## src/rtl/parity_even_odd.sv

```systemverilog
// parity_even_odd: registered even/odd parity generator for the p_e_o block.
// A WIDTH-bit word sampled with in_valid yields oe (even parity) and od (odd
// parity) one clock later, with out_valid marking the cycle of the new result.
// Optional receive-side checker: define PEO_CHECK_EN to add chk_in/err/err_cnt.
//
// Handshake: in_valid/out_valid are strict valid-only qualifiers. There is no
// ready; every edge with in_valid=1 (and rst=0) accepts a word, and out_valid
// is high for exactly the one cycle after that edge.

module parity_even_odd #(
    parameter int WIDTH = 4
) (
    input  logic             clk,
    input  logic             rst,
    input  logic [WIDTH-1:0] i,
    input  logic             in_valid,
    output logic             oe,
    output logic             od,
    output logic             out_valid
`ifdef PEO_CHECK_EN
    ,
    input  logic             chk_in,
    output logic             err,
    output logic [7:0]       err_cnt
`endif
);

    // XOR of every bit of the incoming word.
    logic par;
    assign par = ^i;

    logic oe_d, oe_q;
    logic od_d, od_q;
    logic out_valid_d, out_valid_q;

    // Next-state: load both parity bits on a valid word, otherwise hold them.
    always_comb begin
        oe_d        = oe_q;
        od_d        = od_q;
        out_valid_d = in_valid;
        if (in_valid) begin
            oe_d = par;
            od_d = ~par;
        end
    end

    // Generator registers; reset wins over a word presented in the same cycle.
    always_ff @(posedge clk) begin
        if (rst) begin
            oe_q        <= 1'b0;
            od_q        <= 1'b1;
            out_valid_q <= 1'b0;
        end else begin
            oe_q        <= oe_d;
            od_q        <= od_d;
            out_valid_q <= out_valid_d;
        end
    end

    assign oe        = oe_q;
    assign od        = od_q;
    assign out_valid = out_valid_q;

`ifdef PEO_CHECK_EN
    logic       err_d, err_q;
    logic [7:0] err_cnt_d, err_cnt_q;

    // Checker next-state: even-parity check of {i, chk_in}; counter saturates at 255.
    always_comb begin
        err_d     = 1'b0;
        err_cnt_d = err_cnt_q;
        if (in_valid) begin
            err_d = par ^ chk_in;
        end
        if (err_d && (err_cnt_q != 8'hFF)) begin
            err_cnt_d = err_cnt_q + 8'd1;
        end
    end

    // Checker registers; the count clears only on reset.
    always_ff @(posedge clk) begin
        if (rst) begin
            err_q     <= 1'b0;
            err_cnt_q <= 8'd0;
        end else begin
            err_q     <= err_d;
            err_cnt_q <= err_cnt_d;
        end
    end

    assign err     = err_q;
    assign err_cnt = err_cnt_q;
`endif

endmodule

```

## config.mk

```make
export PLATFORM = sky130hd
export DESIGN_NAME = parity_even_odd
export DESIGN_NICKNAME = d
export VERILOG_FILES = /design/src/rtl/parity_even_odd.sv
export SDC_FILE = /design/constraint.sdc
export NUM_CORES = 1
export LEC_CHECK = 0
export ABC_AREA = 0
export BUFFER_PORTS_ARGS = -buffer_cell sky130_fd_sc_hd__buf_2
export CAP_MARGIN = 15
export CORE_AREA = 5 5 42 44
export DETAILED_ROUTE_END_ITERATION = 10
export DIE_AREA = 0 0 47 49
export PLACE_DENSITY_LB_ADDON = 0.1
export SYNTH_ARGS = -nofsm -noshare
export SYNTH_HDL_FRONTEND = slang
export SYNTH_SLANG_ARGS = --single-unit
```

## constraint.sdc

```tcl
create_clock -name clk -period 0.8 [get_ports clk]
set_input_delay 0.16 -clock clk [delete_from_list [all_inputs] [get_ports clk]]
set_output_delay 0.16 -clock clk [all_outputs]
set_load 0.05 [all_outputs]
```

# == Yosys cells after proc, flatten, opt, wreduce, memory -nomap -nowiden ==
# Index checks and enable logic that the tools add are counted.
# op_classes
bitwise,1
reduce_logical,1
# op_table
cell,n
$reduce_xor A4 Y1,1
$not A1 Y1,1
# totals
regBits,3
input_bits,7
output_inout_bits,3
word_cells,5

# == Longest topological paths before layout ==
# Gate-level depths: netlist (run 1).
# depth
word_depth,2
depth_mapped,3
depth_no_buf,3

# == Worst setup path before layout (run 1) ==
# No wires, ideal clock.
# synth_timing
path_type,register to register
from,reg oe (netlist name)
to,"reg oe_q, in the netlist oe"
setup_time_ns,0.079
t_arrival_ns,0.882
required_time_ns,0.721
path_slack_ns,-0.161
path_stages_with_launch,3
n_path_buf,0
synth_period_minus_slack_ns,0.961
path_cell_list,dfxtp_1 nor2_1 a211oi_2
# synth_rtl
item,line,rtl
to (signal assigned),50,oe_q <= 1'b0;
to (signal assigned),54,oe_q <= oe_d;
to (decl),32,"logic oe_d, oe_q;"

# == Worst setup path in the final report (run 1) ==
# layout_timing
from,"reg od_q, in the netlist od"
to,out od
# layout_rtl
item,line,rtl
from (decl),33,"logic od_d, od_q;"
from (signal assigned),51,od_q <= 1'b1;
from (signal assigned),55,od_q <= od_d;
to (decl),18,"output logic od,"
# No word-level cell between the ends.

==> results of run 1 <==
power by group through the flow:
stage	clock network (uW)	logic (uW)	registers, uW
after global routing	313	165	177
after CTS	286	155	175
after detailed placement	0	122	172
after floorplan	0	36.6	218
after global placement	0	123	172
final	269	153	175
Yosys cell counts (all sizes together):
| library cell | count | area (sq um) |
|---|---|---|
| xnor2 | 1 | 8.76 |
| xor2 | 2 | 17.5 |
| a211oi | 1 | 12.5 |
| nor2 | 2 | 7.51 |
| inv | 1 | 3.75 |
| a21bo | 1 | 10.0 |
| a21oi | 1 | 5.00 |
| dfxtp | 3 | 60.1 |
cell usage in the layout (no fill, tap or decap):
cell type,count
clkbuf_4,3
xnor2_1,1
a211oi_2,1
xor2_1,2
buf_2,6
dfxtp_2,2
nor2_1,2
a21bo_2,1
inv_1,1
clkbuf_1,1
buf_8,3
dfxtp_4,1
buf_4,2
a21oi_1,1
area by class of cell:
type	count	area [sq um]
sequential	3	66.3
inverter	1	3.75
fill	158	1130
timing repair buffer	11	90.1
multi-input combinational	8	61.3
clock buffer	4	26.3
tap	16	20.0
worst paths after layout:
kind	startpoint	to	slack (ns)	cells after the start
setup / recovery	od	od	-0.08	1
hold / removal	rst	oe	0.11	2
hold reg to reg	od	od	0.60	2
setup reg to reg	od	od	0.03	2
metal layers:
| metal | track usage (%) | part of all wire, % | vias to the layer above |
|---|---|---|---|
| li1 | - | - | 68 |
| met1 | 4.60 | 41 | 53 |
| met2 | 3.62 | 34 | 11 |
| met3 | 2.21 | 13 | 4 |
| met4 | 9.68 | 11 | 0 |
| met5 | 0 | 0 | - |
flip-flops by register name, summed over array words and instances (netlist names):
signal,count
od,1
oe,1
out_valid,1
logic make-up (layout without fill, tap and decap cells):
logic type	after synthesis	in the layout	share of synthesized area, %
AND/OR/NAND/NOR	2	2	6.00
flip-flops	3	3	48.0
XOR/XNOR	3	3	21.0
AO/OA/AOI/OAI	3	3	22.0
buffers and inverters	1	16	3.00
what timing repair did:
item / CTS / global route
resized for setup: 10 / 0
setup endpoints to repair: 3 / 3
gates cloned: 0 / 0
hold buffers: 0 / 0
buffers inserted: 1 / 0
pin swaps: 0 / 0
metrics by stage:
step                      setup slack [ns]  util, %  setup TNS, ns  instance area (sq um)  hold WS, ns
after floorplan                    -0.0208        -        -0.0234                    130        0.217
after global placement              -0.127     14.5         -0.248                    203        0.349
after detailed placement            -0.122     14.5         -0.215                    203        0.349
after CTS                          -0.0884     19.1         -0.228                    268        0.101
after global routing                -0.118     19.1         -0.304                    268        0.106
final                              -0.0762     19.1         -0.192                    268        0.110
==> flow_summary.ini, run 1 <==
[status]
status = finished, violations left
violations = setup timing

[die]
die_w_um = 47
rows = 14
core-area_sq_mm = 0.00140
start_util_pct = 8.93
fp.dieH_um = 49
ioPinCount = 10
fp.dieArea_sq_mm = 0.00230

[critical_path]
critPathMaxStageDelay_ns = 0.34
crit_required_ns = 0.64
worstPathArrival_ns = 0.72
setup.worst_path.class = flip-flop to output pin
end_kind = output pin
path_max_fanout = 2
slowest_stage = dfxtp_4
startpoint_type = flip-flop
crit_family = flip-flops
worst-path-buf-inv = 1
cp_cell_sequence = buf_8

[sta]
tightestPinTransition_ns = 0.253
hold_violations = 0
rsz0062_at_grt = yes
setup_viol = 3
fin_crit_sh_pct = 110
slew_headroom_pct = 83.0
period_minus_slack_ns = 0.876
timing.final.ws_setup_ns = -0.0762
max_clock_freq_mhz = 1140
slew_violations = 0
clock_skew_ns = 0

[route]
drc = 0
ant_nets = 0
wl_per_cell_um = 7.51
vias = 136
drt_wl_total_um = 323
first_pass_iters = 2
via_per_inst = 3.16
drtIter0Drc = 4

[grt]
grt-ovfl-total = 0
grt.total_usage_pct = 4.50
grt_antenna_before_repair = 0
grt_pass1_wl_um = 593
grt_pass1_vias = 148
grt_max_degree = 4

[clock_network]
clock-sinks = 3
insertion_delay_ns = 0.23
clkTransAtPathRegs_ns = 0.04
cts_tree = built
cts-root-buf = clkbuf_4
cts_max_path_buffers = 2
htreeDepth = 1
cts_buffers = 3

[power_and_ir_drop]
clock_power_share_pct = 45.1
power.switching_uw = 171
p_seq_share_pct = 29.3
p_int_uw = 427
p_comb_share_pct = 25.6
power_uw = 598
power_leakage_uw = 0.000124
p_per_area_mw_per_mm2 = 2230
p_sw_share_pct = 28.6
peakVddDrop_uv = 374

[placement]
numPlacedInstances = 38
gp_congestion = 0.620
detailed_place_hpwl_um = 252
io_buffers = 9

[synth]
synthesis.nets = 19
avgSynthCellArea_sq_um = 10.4
synth_warnings = 0
yosysUniqueCellTypes = 8
syn_inst = 12
ys_seq_area_share_pct = 48.0
synth-seq-cells = 3
synth_area_sq_um = 125

[finish]
drive_gt1_share_pct = 70.4
diodes = 0
nets = 35
syn_to_final_growth_pct = 114
fin_cells = 43

[min_path]
hp-class = input pin to flip-flop

[run]
drv_cap = 0
No activity file was read; power rests on OpenSTA's default activity.
==> inputs of run 2 (changes only) <==
--- a/config.mk
+++ b/config.mk
@@ -11,7 +11,7 @@
 export CORE_AREA = 5 5 42 44
 export DETAILED_ROUTE_END_ITERATION = 10
 export DIE_AREA = 0 0 47 49
-export PLACE_DENSITY_LB_ADDON = 0.1
+export PLACE_DENSITY_LB_ADDON = 0.2
 export SYNTH_ARGS = -nofsm -noshare
 export SYNTH_HDL_FRONTEND = slang
 export SYNTH_SLANG_ARGS = --single-unit
==> run 2 against run 1 <==
Largest cell class unchanged; routed wire length down 5.6%; highest routed layer is now met3; the flow still finishes with violations (setup timing); largest power group unchanged; cell area down 2.8%; die area unchanged; core utilization down 0.54 points; non-clock buffer count down 1; maximum frequency up 0.55%; critical path depth unchanged; flip-flop and latch count unchanged.
==> flow_summary.ini, run 2 (synthesis gave the netlist of run 1 again) <==
[clock_network]
clkTransAtPathRegs_ns = 0.04
clock-sinks = 3
postCtsHoldBufs = 0
htreeDepth = 1
cts_tree = built
cts_max_path_buffers = 2
cts_buffers = 3
insertion_delay_ns = 0.23
cts-root-buf = clkbuf_4
post_cts_buffers = 0

[grt]
grt_pass1_vias = 135
grt_max_degree = 4
grt-ovfl-total = 0
grt_antenna_before_repair = 0
grt_pass1_wl_um = 510
grt.total_usage_pct = 3.38

[sta]
tns_ns = -0.188
slew_violations = 0
slew_headroom_pct = 84.6
hold_violations = 0
tightestPinTransition_ns = 0.229
setup_viol = 3
rsz0062_at_grt = yes
period_minus_slack_ns = 0.871
max_clock_freq_mhz = 1150
clock_skew_ns = 0
timing.final.ws_setup_ns = -0.0714
fin_crit_sh_pct = 109

[die]
fp.dieH_um = 49
core-area_sq_mm = 0.00140
start_util_pct = 8.93
die_w_um = 47
fp.dieArea_sq_mm = 0.00230
rows = 14
ioPinCount = 10

[power_and_ir_drop]
peakVddDrop_uv = 463
p_sw_share_pct = 28.2
p_per_area_mw_per_mm2 = 2250
p_seq_share_pct = 29.9
clock_power_share_pct = 45.2
p_int_uw = 421
power.switching_uw = 165
p_comb_share_pct = 24.9
power_leakage_uw = 0.000119
power_uw = 586

[finish]
utilization_pct = 18.6
diodes = 0
drive_gt1_share_pct = 69.2
postLayoutCellArea_sq_um = 260
syn_to_final_growth_pct = 108
nets = 34
layout_commonest_cell = buf_2
layout_common_cells = 6 x buf_2, 3 x clkbuf_4, 3 x buf_8

[route]
vias = 129
drc = 0
drt_wl_total_um = 305
ant_nets = 0
first_pass_iters = 4
wl_per_cell_um = 7.26
via_per_inst = 3.07
drtIter0Drc = 2

[placement]
postPlaceCellArea_sq_um = 203
detailed_place_hpwl_um = 244
io_buffers = 9
gp_congestion = 0.756

[min_path]
hp-class = input pin to flip-flop
min-delay-start = rst
hold_end = oe
min_path_cells = 2

[critical_path]
path_depth = 1
rrSetupSlack_ns = 0.04
crit_required_ns = 0.64
setup.worst_path.class = flip-flop to output pin
reg2reg_depth = 2
end_kind = output pin
startpoint_type = flip-flop
path_max_fanout = 2
worst-path-buf-inv = 1
cp_cell_sequence = buf_8
slowest_stage = dfxtp_2
crit_family = flip-flops
r2r_start = od
r2r-end = od
worstPathArrival_ns = 0.71
critPathMaxStageDelay_ns = 0.34

[status]
violations = setup timing
status = finished, violations left

[run]
drv_cap = 0
run 2: cell types whose count changed in the layout (fill, tap and decap cells not counted), sizes merged:
cell,previous run,this run
buf,11,10
run 2: worst max-delay path by stage:
stage               from  to  slack, ns
floorplan             od  od      -0.02
global placement    i[1]  od       -0.1
detailed placement  i[0]  od      -0.11
CTS                   od  od      -0.08
global route          oe  oe      -0.11
finish                oe  oe      -0.07
run 2: timing repair:
| item | CTS | global route |
|---|---|---|
| setup endpoints to repair | 3 | 4 |
| gates resized for setup | 10 | 0 |
| pin swaps | 0 | 0 |
run 2: layer usage:
layer	global-route usage, %	vias up	routed length, um
met5	0	-	0
met3	3.32	0	84
met2	3.62	12	85
met4	2.76	0	0
met1	3.73	50	135
li1	-	67	-
run 2: worst reg2reg max path, delay by kind of cell (launching register included):
family             cells  cell delay (ns)
DFF                    1             0.34
AOI/OAI and AO/OA      2             0.32
run 2: through the flow:
step	hold WS, ns	std cells	setup WS, ns
after detailed placement	0.355	38	-0.110
after CTS	0.110	42	-0.0825
after global placement	0.353	38	-0.0988
after global routing	0.114	42	-0.105
final	0.123	42	-0.0714
after floorplan	0.217	12	-0.0208
run 2: power groups by stage:
| stage | Sequential [uW] | Clock [uW] | Combinational [uW] |
|---|---|---|---|
| final | 175 | 265 | 146 |
| after global routing | 177 | 298 | 156 |
| after CTS | 175 | 282 | 147 |
| after detailed placement | 172 | 0 | 122 |
| after global placement | 172 | 0 | 121 |
| after floorplan | 218 | 0 | 36.6 |
run 2: cell type report:
type / count / area [sq um]
flip-flops and latches: 3 / 66.3
repair buffers: 10 / 82.6
clock buffers: 4 / 26.3
multi-input cells: 8 / 61.3
well taps: 16 / 20.0
inverters: 1 / 3.75
fillers: 165 / 1140
